**config.mk**
```make
export PLATFORM = sky130hd
export DESIGN_NAME = mem_access_unit
export DESIGN_NICKNAME = d
export VERILOG_FILES = /design/src/rtl/pcpu_mem_pkg.sv /design/src/rtl/load_extend.sv /design/src/rtl/mem_access_unit.sv
export SDC_FILE = /design/constraint.sdc
export NUM_CORES = 1
export LEC_CHECK = 0
export BUFFER_PORTS_ARGS = -buffer_cell sky130_fd_sc_hd__clkbuf_2
export CAP_MARGIN = 20
export CORE_MARGIN = 3
export CORE_UTILIZATION = 43
export DETAILED_ROUTE_END_ITERATION = 8
export GPL_TIMING_DRIVEN = 0
export HOLD_SLACK_MARGIN = 0.03
export PLACE_DENSITY_LB_ADDON = 0.08
export SYNTH_ARGS = -nofsm -noshare
export SYNTH_HDL_FRONTEND = slang
export SYNTH_HIERARCHICAL = 1
export SYNTH_SLANG_ARGS = --single-unit
```
**constraint.sdc**
```tcl
create_clock -name Clk -period 2 [get_ports Clk]
set_input_delay 0 -clock Clk [delete_from_list [all_inputs] [get_ports Clk]]
set_output_delay 0 -clock Clk [all_outputs]
set_load 0.005 [all_outputs]
```
**src/rtl/pcpu_mem_pkg.sv**
```systemverilog
`default_nettype none
// ============================================================================
// Module : pcpu_mem_pkg
// Brief  : Size encodings, FSM state type, byte-enable constants and lane
//          helpers shared by the memory access unit.
// Rev    : 1.0  initial release
// ============================================================================
package pcpu_mem_pkg;

    localparam logic [1:0] c_SIZE_BYTE     = 2'b00;
    localparam logic [1:0] c_SIZE_HALF     = 2'b01;
    localparam logic [1:0] c_SIZE_WORD     = 2'b10;
    localparam logic [1:0] c_SIZE_WORD_ALT = 2'b11;

    localparam logic [3:0] c_BE_BYTE    = 4'b0001;
    localparam logic [3:0] c_BE_HALF_LO = 4'b0011;
    localparam logic [3:0] c_BE_HALF_HI = 4'b1100;
    localparam logic [3:0] c_BE_WORD    = 4'b1111;

    typedef enum logic [0:0] {
        ST_IDLE = 1'b0,
        ST_BUSY = 1'b1
    } mem_state_t;

    function automatic logic is_aligned(input logic [1:0] size, input logic [1:0] off);
        logic ok;
        case (size)
            c_SIZE_BYTE: ok = 1'b1;
            c_SIZE_HALF: ok = ~off[0];
            default:     ok = (off == 2'b00);
        endcase
        return ok;
    endfunction

    function automatic logic [3:0] byte_enables(input logic [1:0] size, input logic [1:0] off);
        logic [3:0] be;
        case (size)
            c_SIZE_BYTE: be = c_BE_BYTE << off;
            c_SIZE_HALF: be = off[1] ? c_BE_HALF_HI : c_BE_HALF_LO;
            default:     be = c_BE_WORD;
        endcase
        return be;
    endfunction

    // Replicate narrow store data so it lands in whichever lane dm_be selects.
    function automatic logic [31:0] store_lanes(input logic [1:0] size, input logic [31:0] data);
        logic [31:0] lanes;
        case (size)
            c_SIZE_BYTE: lanes = {4{data[7:0]}};
            c_SIZE_HALF: lanes = {2{data[15:0]}};
            default:     lanes = data;
        endcase
        return lanes;
    endfunction

endpackage : pcpu_mem_pkg
`default_nettype wire

```
**src/rtl/load_extend.sv**
```systemverilog
`default_nettype none
// ============================================================================
// Module : load_extend
// Brief  : Selects the addressed lane of a read word and sign/zero extends it.
// Rev    : 1.0  initial release
// ============================================================================
module load_extend
    import pcpu_mem_pkg::*;
(
    input  logic [31:0] rdata,
    input  logic [1:0]  offset,
    input  logic [1:0]  size,
    input  logic        ld_unsigned,
    output logic [31:0] result
);

    logic [31:0] w_lane;
    logic        w_byte_sign;
    logic        w_half_sign;

    assign w_lane      = rdata >> {offset, 3'b000};
    assign w_byte_sign = ~ld_unsigned & w_lane[7];
    assign w_half_sign = ~ld_unsigned & w_lane[15];

    always_comb begin
        result = rdata;
        case (size)
            c_SIZE_BYTE: result = {{24{w_byte_sign}}, w_lane[7:0]};
            c_SIZE_HALF: result = {{16{w_half_sign}}, w_lane[15:0]};
            default:     result = rdata;
        endcase
    end

endmodule : load_extend
`default_nettype wire

```
**src/rtl/mem_access_unit.sv**
```systemverilog
`default_nettype none
// ============================================================================
// Module : mem_access_unit
// Brief  : MEM-stage load/store sequencer: issues one data-bus transaction per
//          op, stalls the pipeline until ack, and aborts on a watchdog timeout.
// Rev    : 1.0  initial release
// ============================================================================
module mem_access_unit
    import pcpu_mem_pkg::*;
#(
    parameter int TIMEOUT = 255
) (
    input  logic        Clk,
    input  logic        Rst,
    input  logic        flush,
    input  logic        ex_valid,
    input  logic        ex_mem_read,
    input  logic        ex_mem_write,
    input  logic [1:0]  ex_mem_size,
    input  logic        ex_mem_unsigned,
    input  logic [31:0] ex_addr,
    input  logic [31:0] ex_wdata,
    output logic        dm_req,
    output logic        dm_we,
    output logic [31:0] dm_addr,
    output logic [31:0] dm_wdata,
    output logic [3:0]  dm_be,
    input  logic        dm_ack,
    input  logic [31:0] dm_rdata,
    output logic [31:0] mem_rddata,
    output logic        stall_out,
    output logic        misalign_exc,
    output logic        bus_err
);

    localparam logic [7:0] c_TIMEOUT = 8'(TIMEOUT);

    mem_state_t  r_state;
    mem_state_t  w_state_next;
    logic        r_dm_req;
    logic        r_dm_we;
    logic [31:0] r_dm_addr;
    logic [31:0] r_dm_wdata;
    logic [3:0]  r_dm_be;
    logic [1:0]  r_off;
    logic [1:0]  r_size;
    logic        r_unsigned;
    logic [7:0]  r_wd;

    logic        w_memop;
    logic        w_aligned;
    logic        w_issue;
    logic        w_busy;
    logic        w_done;
    logic        w_timeout;
    logic [31:0] w_ld_result;

    assign w_memop   = ex_valid & (ex_mem_read | ex_mem_write) & ~flush;
    assign w_aligned = is_aligned(ex_mem_size, ex_addr[1:0]);
    assign w_busy    = (r_state == ST_BUSY);
    assign w_issue   = (r_state == ST_IDLE) & w_memop & w_aligned;
    assign w_done    = w_busy & dm_ack;
    // The abort fires in the BUSY cycle whose count would reach TIMEOUT; ack wins.
    assign w_timeout = w_busy & ~dm_ack & ((r_wd + 8'd1) == c_TIMEOUT);

    load_extend u_load_extend (
        .rdata       (dm_rdata),
        .offset      (r_off),
        .size        (r_size),
        .ld_unsigned (r_unsigned),
        .result      (w_ld_result)
    );

    always_ff @(posedge Clk or posedge Rst) begin
        if (Rst) begin
            r_state <= ST_IDLE;
        end else begin
            r_state <= w_state_next;
        end
    end

    // Outputs are gated by Rst so nothing leaks out while reset is held.
    always_comb begin
        w_state_next = r_state;
        stall_out    = 1'b0;
        misalign_exc = 1'b0;
        bus_err      = 1'b0;
        mem_rddata   = 32'h0;
        case (r_state)
            ST_IDLE: begin
                if (w_memop) begin
                    if (w_aligned) begin
                        w_state_next = ST_BUSY;
                        stall_out    = ~Rst;
                    end else begin
                        misalign_exc = ~Rst;
                    end
                end
            end
            ST_BUSY: begin
                if (w_done) begin
                    w_state_next = ST_IDLE;
                    if (!r_dm_we && !Rst) begin
                        mem_rddata = w_ld_result;
                    end
                end else if (w_timeout) begin
                    w_state_next = ST_IDLE;
                    bus_err      = ~Rst;
                end else begin
                    stall_out = ~Rst;
                end
            end
            default: w_state_next = ST_IDLE;
        endcase
    end

    always_ff @(posedge Clk or posedge Rst) begin
        if (Rst) begin
            r_dm_req   <= 1'b0;
            r_dm_we    <= 1'b0;
            r_dm_addr  <= 32'h0;
            r_dm_wdata <= 32'h0;
            r_dm_be    <= 4'h0;
            r_off      <= 2'b00;
            r_size     <= 2'b00;
            r_unsigned <= 1'b0;
            r_wd       <= 8'h0;
        end else if (w_issue) begin
            r_dm_req   <= 1'b1;
            r_dm_we    <= ex_mem_write;
            r_dm_addr  <= {ex_addr[31:2], 2'b00};
            r_dm_wdata <= store_lanes(ex_mem_size, ex_wdata);
            r_dm_be    <= byte_enables(ex_mem_size, ex_addr[1:0]);
            r_off      <= ex_addr[1:0];
            r_size     <= ex_mem_size;
            r_unsigned <= ex_mem_unsigned;
            r_wd       <= 8'h0;
        end else if (w_busy) begin
            if (w_done || w_timeout) begin
                r_dm_req <= 1'b0;
            end else begin
                r_wd <= r_wd + 8'd1;
            end
        end
    end

    assign dm_req   = r_dm_req;
    assign dm_we    = r_dm_we;
    assign dm_addr  = r_dm_addr;
    assign dm_wdata = r_dm_wdata;
    assign dm_be    = r_dm_be;

endmodule : mem_access_unit
`default_nettype wire

```
# Word level (Yosys, flattened, before mapping)
# Index checks and enable logic that the tools add are counted.
[word_totals] output_inout_bits=105 elab_cells=74 ff_bits=82 input_bits=106
[classes] addsub=1 shifts=2 muxes=30 eq_ne=4 reduce_logical=11 bitwise=16
[op_table] operator="$pmux W32 S2" n=2
[op_table] operator="$mux W32" n=3
[op_table] operator="$shr A32 B5 Y16" n=1
[op_table] operator="$mux W8" n=3
[op_table] operator="$mux W1" n=17
[op_table] operator="$and A1 B1 Y1" n=9
[op_table] operator="$add A8 B1 Y8 const B" n=1
[op_table] operator="$eq A8 B8 Y1 const B" n=1
[op_table] operator="$pmux W4 S2" n=1
[op_table] operator="$logic_not A2 Y1" n=3
[op_table] operator="$not A1 Y1" n=6
[op_table] operator="$pmux W1 S2" n=3
[op_table] operator="$eq A2 B1 Y1 const B" n=2
[op_table] operator="$mux W4" n=1
[op_table] operator="$reduce_and A2 Y1" n=2
[op_table] operator="$reduce_bool A2 Y1" n=2
[op_table] operator="$shl A1 B2 Y4 const A" n=1
[op_table] operator="$logic_not A1 Y1" n=2
[op_table] operator="$ne A2 B2 Y1 const B" n=1
[op_table] operator="$logic_and A1 B1 Y1" n=1
[op_table] operator="$logic_or A1 B1 Y1" n=1
[op_table] operator="$or A1 B1 Y1" n=1

# Logic depth before layout (Yosys ltp)
[logic_depth] word_depth=7 depth_mapped=9 mapped_depth_nobuf=8

# Cells and area by module
# The synthesis kept the hierarchy.
[modules_own_cells] mod="mem_access_unit" seq_area_each_um2=2052.0 n_inst=1 cells_each=446 area_per_inst_um2=3903.7
[modules_own_cells] mod="load_extend" seq_area_each_um2=0.0 n_inst=1 cells_each=113 area_per_inst_um2=740.7

# Least setup slack after synthesis
# No wires, ideal clock.
[synth_path] path_kind="register to register" startpoint="register r_wd[0]" endpoint="register r_wd[5]" period_less_slack_ps=1926 path_stages_with_launch=9 t_arrival_ps=1802 t_required_ps=1876 setup_time_ps=124 n_path_buf=1 setup_slack_ps=74 cell_sequence="dfrtp_1 > ha_1 > nand2b_1 > a211o_1 > a21o_1 > o21ai_2 > buf_6 > nor3_1 > a211o_1"
[synth_between] elab_chain_cells=6 word_cells_on_any_way=9 cone_classes="add/sub: 1; eq/ne: 2; mux: 3; bitwise: 1; reduce/logical: 2"
[synth_rtl] item="from (decl)" line_no="mem_access_unit.sv:48" text="logic [7:0] r_wd;"
[synth_rtl] item="from (signal assigned)" line_no="mem_access_unit.sv:142" text="r_wd <= r_wd + 8'd1;"
[synth_rtl] item="$add A8 B1 Y8 *" line_no="mem_access_unit.sv:64, mem_access_unit.sv:142"
[synth_rtl] item="$eq A8 B8 Y1" line_no="mem_access_unit.sv:64" text="assign w_timeout = w_busy & ~dm_ack & ((r_wd + 8'd1) == c_TIMEOUT);"
[synth_rtl] item="$and A1 B1 Y1" line_no="mem_access_unit.sv:64"
[synth_rtl] item="$logic_or A1 B1 Y1" line_no="mem_access_unit.sv:139" text="if (w_done || w_timeout) begin"
[synth_rtl] item="$ne A2 B2 Y1 (no source line)"
[synth_rtl] item="$reduce_and A2 Y1 (no source line)"
# Mark *: on every way between the ends. The rest lies on a longest branch, timed or not. The select of a mux whose other input is x is not followed.
# A chain may end at the register's enable or synchronous reset.

# Worst setup path in the final report
[layout_path] startpoint="register r_off[1]" endpoint="output port mem_rddata[16]"
[layout_between] elab_chain_cells=6 word_cells_on_any_way=7 cone_classes="shift: 1; mux: 4; bitwise: 2"
[layout_rtl] item="from (decl)" line_no="mem_access_unit.sv:45" text="logic [1:0] r_off;"
[layout_rtl] item="from (signal assigned)" line_no="mem_access_unit.sv:134" text="r_off <= ex_addr[1:0];"
[layout_rtl] item="$shr A32 B5 Y16 *" line_no="load_extend.sv:21" text="assign w_lane = rdata >> {offset, 3'b000};"
[layout_rtl] item="$and A1 B1 Y1, on equally long branches" line_no="load_extend.sv:23, load_extend.sv:22"
[layout_rtl] item="$pmux W32 S2 *" line_no="load_extend.sv:27" text="case (size)"
[layout_rtl] item="named net w_ld_result[16]" line_no="mem_access_unit.sv:56" text="logic [31:0] w_ld_result;"
[layout_rtl] item="$mux W32 *" line_no="mem_access_unit.sv:103" text="if (!r_dm_we && !Rst) begin"
[layout_rtl] item="$mux W32 *" line_no="mem_access_unit.sv:101" text="if (w_done) begin"
[layout_rtl] item="$mux W32 *" line_no="mem_access_unit.sv:89" text="case (r_state)"
[layout_rtl] item="to (decl)" line_no="mem_access_unit.sv:30" text="output logic [31:0] mem_rddata,"
# Mark *: on every way through the listed nets, which the timed path passes. The rest lies on a longest branch.

==> out/summary.log <==
[run_status] status complete, but fails checks
[run_status] violations in the final reports negative setup slack
[detailed_routing] Routed WL 15.6 mm
[finish] leading cell type in the layout, fill and taps excluded clkbuf_2
[power_and_ir_drop] Cell Int Power 3.55 mW
[setup_path] cell-by-cell listing of the critical path mux4_2 > a221oi_4 > buf_6 > o21ai_1 > and2_1 > clkbuf_2
[detailed_routing] post-route antenna net violation count 0
[finish] commonest cells after routing, fill and taps aside 207 x clkbuf_2, 192 x nand2_1, 82 x dfrtp_1
[timing] actual slew at the worst max-slew pin 0.739 ns
[timing] Final Critical Period 2.21 ns
[logic_synthesis] count of state elements after synthesis 82
[logic_synthesis] post-synthesis area per instance 8.31 sq um
[floorplan] placeable core area 10400 sq um
[timing] crit share post-route 110%
[setup_path] endpoint type of the worst setup path output port
[logic_synthesis] portion of netlist area occupied by mux cells 7.62%
[logic_synthesis] dominant cell type by area after synthesis dfrtp_1
[clocking] register clock-pin slew on the reported worst setup and hold paths 0.09 ns
[timing] final number of hold-violating endpoints 0
[place] count of input and output buffers 205
[floorplan] Cell Rows 37
[clocking] TritonCTS Sinks 82
[finish] count of inserted antenna diode cells 0
[global_route] vias in the first global route 5035
[min_path] path category of the worst min-delay check primary input to flip-flop
[floorplan] Die Area 12100 sq um
[floorplan] overall die width 110 um
[place] HPWL after detailed placement 10.7 mm
[power_and_ir_drop] leakage power 3.78 nW
[timing] maximum operating frequency 0.453 GHz
[detailed_routing] DR WL/cell 15.6 um
[logic_synthesis] warning count from the yosys run 6
[logic_synthesis] top-area cell type share of the netlist area 44.2%
[timing] Final Worst Setup Slack -0.206 ns
[detailed_routing] detailed router's first-iteration violation count 414
[place] routability congestion estimate from global placement 0.865
[logic_synthesis] synthesized-area fraction occupied by ao, oa, aoi and oai cells 15.2%
[global_route] global-route wire length before repair 23.9 mm
[clocking] later-pin clock latency in the skew report 0.35 ns
[logic_synthesis] Synth area leaders dfrtp_1 44%, nand2_1 16%, mux2i_1 6.9%
[clocking] maximum number of buffers from clock root to sink 2
[power_and_ir_drop] fraction of power consumed by sequential logic 39.9%
[place] placed cells 903
[setup_path] CP required 2.00 ns
[finish] growth of design area from synthesis to finish 54.1%
[power_and_ir_drop] share of power burned in the clock network 21.6%
[power_and_ir_drop] combinational share of power 38.5%
[floorplan] Die Ht 110 um
[logic_synthesis] adder and majority gate portion of the synthesized area 0.539%
[detailed_routing] via count of the routed design 5157
[clocking] clock tree from TritonCTS done
[logic_synthesis] fraction of the yosys area taken by sequential cells 44.2%
[setup_path] largest driver fanout on the critical path 6
[logic_synthesis] dominant combinational cell family by area after synthesis simple AND/OR/NAND/NOR gates
[finish] final layout net count 969
[power_and_ir_drop] switching power share of the total 35.9%
[finish] final non-filler cell total 1002
[setup_path] master of the slowest instance on the critical path mux4_2
[timing] Worst slew margin 50.7%
[setup_path] sort of element at the start of the critical path flip-flop
[detailed_routing] Remaining DRCs 0
[detailed_routing] DRT Pass-1 Iters 5
[timing] Post-Route Skew 0.0119 ns
[logic_synthesis] Cell Area, Synth 4640 sq um
[timing] unrepaired setup endpoints after global routing true
[detailed_routing] detailed-route vias per instance 5.15
[clocking] # H-tree levels 3
[setup_path] critical path type flip-flop to output port
[timing] worst hold margin 0.0716 ns
[logic_synthesis] fraction of synthesized cell area in xor and xnor cells 0.566%
[global_route] all-layer global routing usage 25.3%
[power_and_ir_drop] maximum VDD drop 0.489 mV
[logic_synthesis] area fraction in and, or, nand and nor cells after synthesis 26.7%
[setup_path] data arrival time of the critical path 2.21 ns
[global_route] gr ovfl total 0
[finish] fraction of final layout cells with drive strength greater than 1 35.5%
[power_and_ir_drop] PD cells 774 nW/um^2
[clocking] TritonCTS buffer count 9
[power_and_ir_drop] switching power 1.99 mW
[clocking] cell chosen for the clock root clkbuf_8
[timing] max-slew violations 0
[setup_path] slowest stage delay, CP 0.57 ns
[finish] total non-filler cell area in the finished layout 7160 sq um
[floorplan] number of top-level pins 211
[floorplan] initial core utilization 44.6%
[job] number of max-capacitance violations reported 0
[place] placed standard-cell area 5890 sq um
[global_route] initial antenna violation count 0
[global_route] maximum number of pins on one net before global-route repair 31
[logic_synthesis] count of cell types in the netlist 49
[logic_synthesis] Gate Count Post-Synth 559
[timing] count of final setup violators 26
-- Yosys cell counts (all sizes together) --
master and count:
a211o 3, a211oi 1, a21o 4, a21oi 14
a221oi 1, a22o 6, a2bb2oi 2, a31o 1
and2 34, and4b 1, buf 17, clkbuf 24
clkinv 1, conb 1, dfrtp 82, ha 2
inv 10, mux2 1, mux2i 32, mux4 1
nand2 192, nand2b 4, nand3 11, nand3b 7
nor2 17, nor2b 3, nor3 7, nor3b 1
o211a 7, o211ai 1, o21a 1, o21ai 50
o21bai 1, o2bb2ai 6, o311ai 1, o31ai 7
or3 1, or4b 1, xnor2 3
-- metrics by stage --
| stage | power, mW | worst slack, ns | utilization (%) | TNS [ns] |
|---|---|---|---|---|
| after floorplan | 3.18 | 0.0737 | - | 0 |
| after detailed placement | 3.90 | -0.114 | 56.5 | -2.10 |
| after global routing | 5.91 | -0.302 | 68.7 | -7.02 |
| after global placement | 3.84 | -0.0782 | 56.1 | -1.33 |
| after CTS | 5.35 | -0.251 | 66.3 | -5.22 |
| final | 5.54 | -0.206 | 68.7 | -4.24 |
-- worst paths after layout --
check	from	end	slack [ns]	cells after the start
max in group asynchronous	Rst	dm_wdata[11]$_DFFE_PP0P_	1.01	4
min reg2reg	dm_addr[7]$_DFFE_PP0P_	dm_addr[7]$_DFFE_PP0P_	0.48	2
max reg2reg	r_wd[0]$_DFFE_PP0P_	r_wd[5]$_DFFE_PP0P_	0.03	8
max	r_off[1]$_DFFE_PP0P_	mem_rddata[16]	-0.21	6
min	ex_valid	dm_be[3]$_DFFE_PP0P_	0.07	3
min in group asynchronous	Rst	dm_addr[3]$_DFFE_PP0P_	0.42	3
-- power groups by stage --
stage | clock network (mW) | registers, mW | logic [mW]
floorplan | 0 | 2.23 | 0.942
global placement | 0 | 2.22 | 1.63
detailed placement | 0 | 2.23 | 1.67
CTS | 1.23 | 2.20 | 1.92
global route | 1.30 | 2.25 | 2.36
finish | 1.20 | 2.21 | 2.13
-- flip-flops by register name, summed over array words and instances (netlist names) --
name	count
dm_wdata	32
dm_addr	30
r_wd	8
dm_be	4
r_off	2
r_size	2
dm_req	1
dm_we	1
r_state	1
r_unsigned	1
-- critical path: cells and delay by family (launching register included) --
kind	cells	cell delay, ns
buffers and inverters	2	0.27
DFF	1	0.40
muxes	1	0.57
AOI/OAI and AO/OA	2	0.47
and+or+nand+nor	1	0.15
-- layout make-up --
class | count | area, sq um
Fill cell | 875 | 3260
Multi-Input combinational cell | 426 | 2590
Sequential cell | 82 | 2050
Timing Repair Buffer | 293 | 1910
Buffer | 38 | 196
Tap cell | 136 | 170
Clock buffer | 10 | 138
Clock inverter | 6 | 53.8
Inverter | 11 | 46.3
-- per-layer routing --
layer / vias to the layer above / part of all wire (%) / global-route usage (%)
met3: 49 / 7.2 / 5.93
met4: 0 / 3.4 / 9.97
met5: - / 0 / 0
met2: 224 / 50 / 44.5
met1: 2413 / 39 / 29.7
li1: 2471 / - / -
-- timing repair --
action / 4_1_cts / 5_1_grt
gates cloned: 1 / 0
buffers inserted: 9 / 10
resized for setup: 33 / 50
pin swaps: 7 / 14
endpoints found under the setup margin: 57 / 59
hold buffers: 68 / 0
endpoints found under the hold margin: 93 / 0
-- cells by family (layout without fill, tap and decap cells) --
logic type	count (synthesis)	after routing
and+or+nand+nor	279	279
AOI/OAI and AO/OA	106	106
DFF	82	82
buffers and inverters	52	358
muxes	34	34
xor gates and xnor gates	3	3
adders and majority gates	2	2
other	1	2
Note: power is estimated with default switching activity, not from simulation.
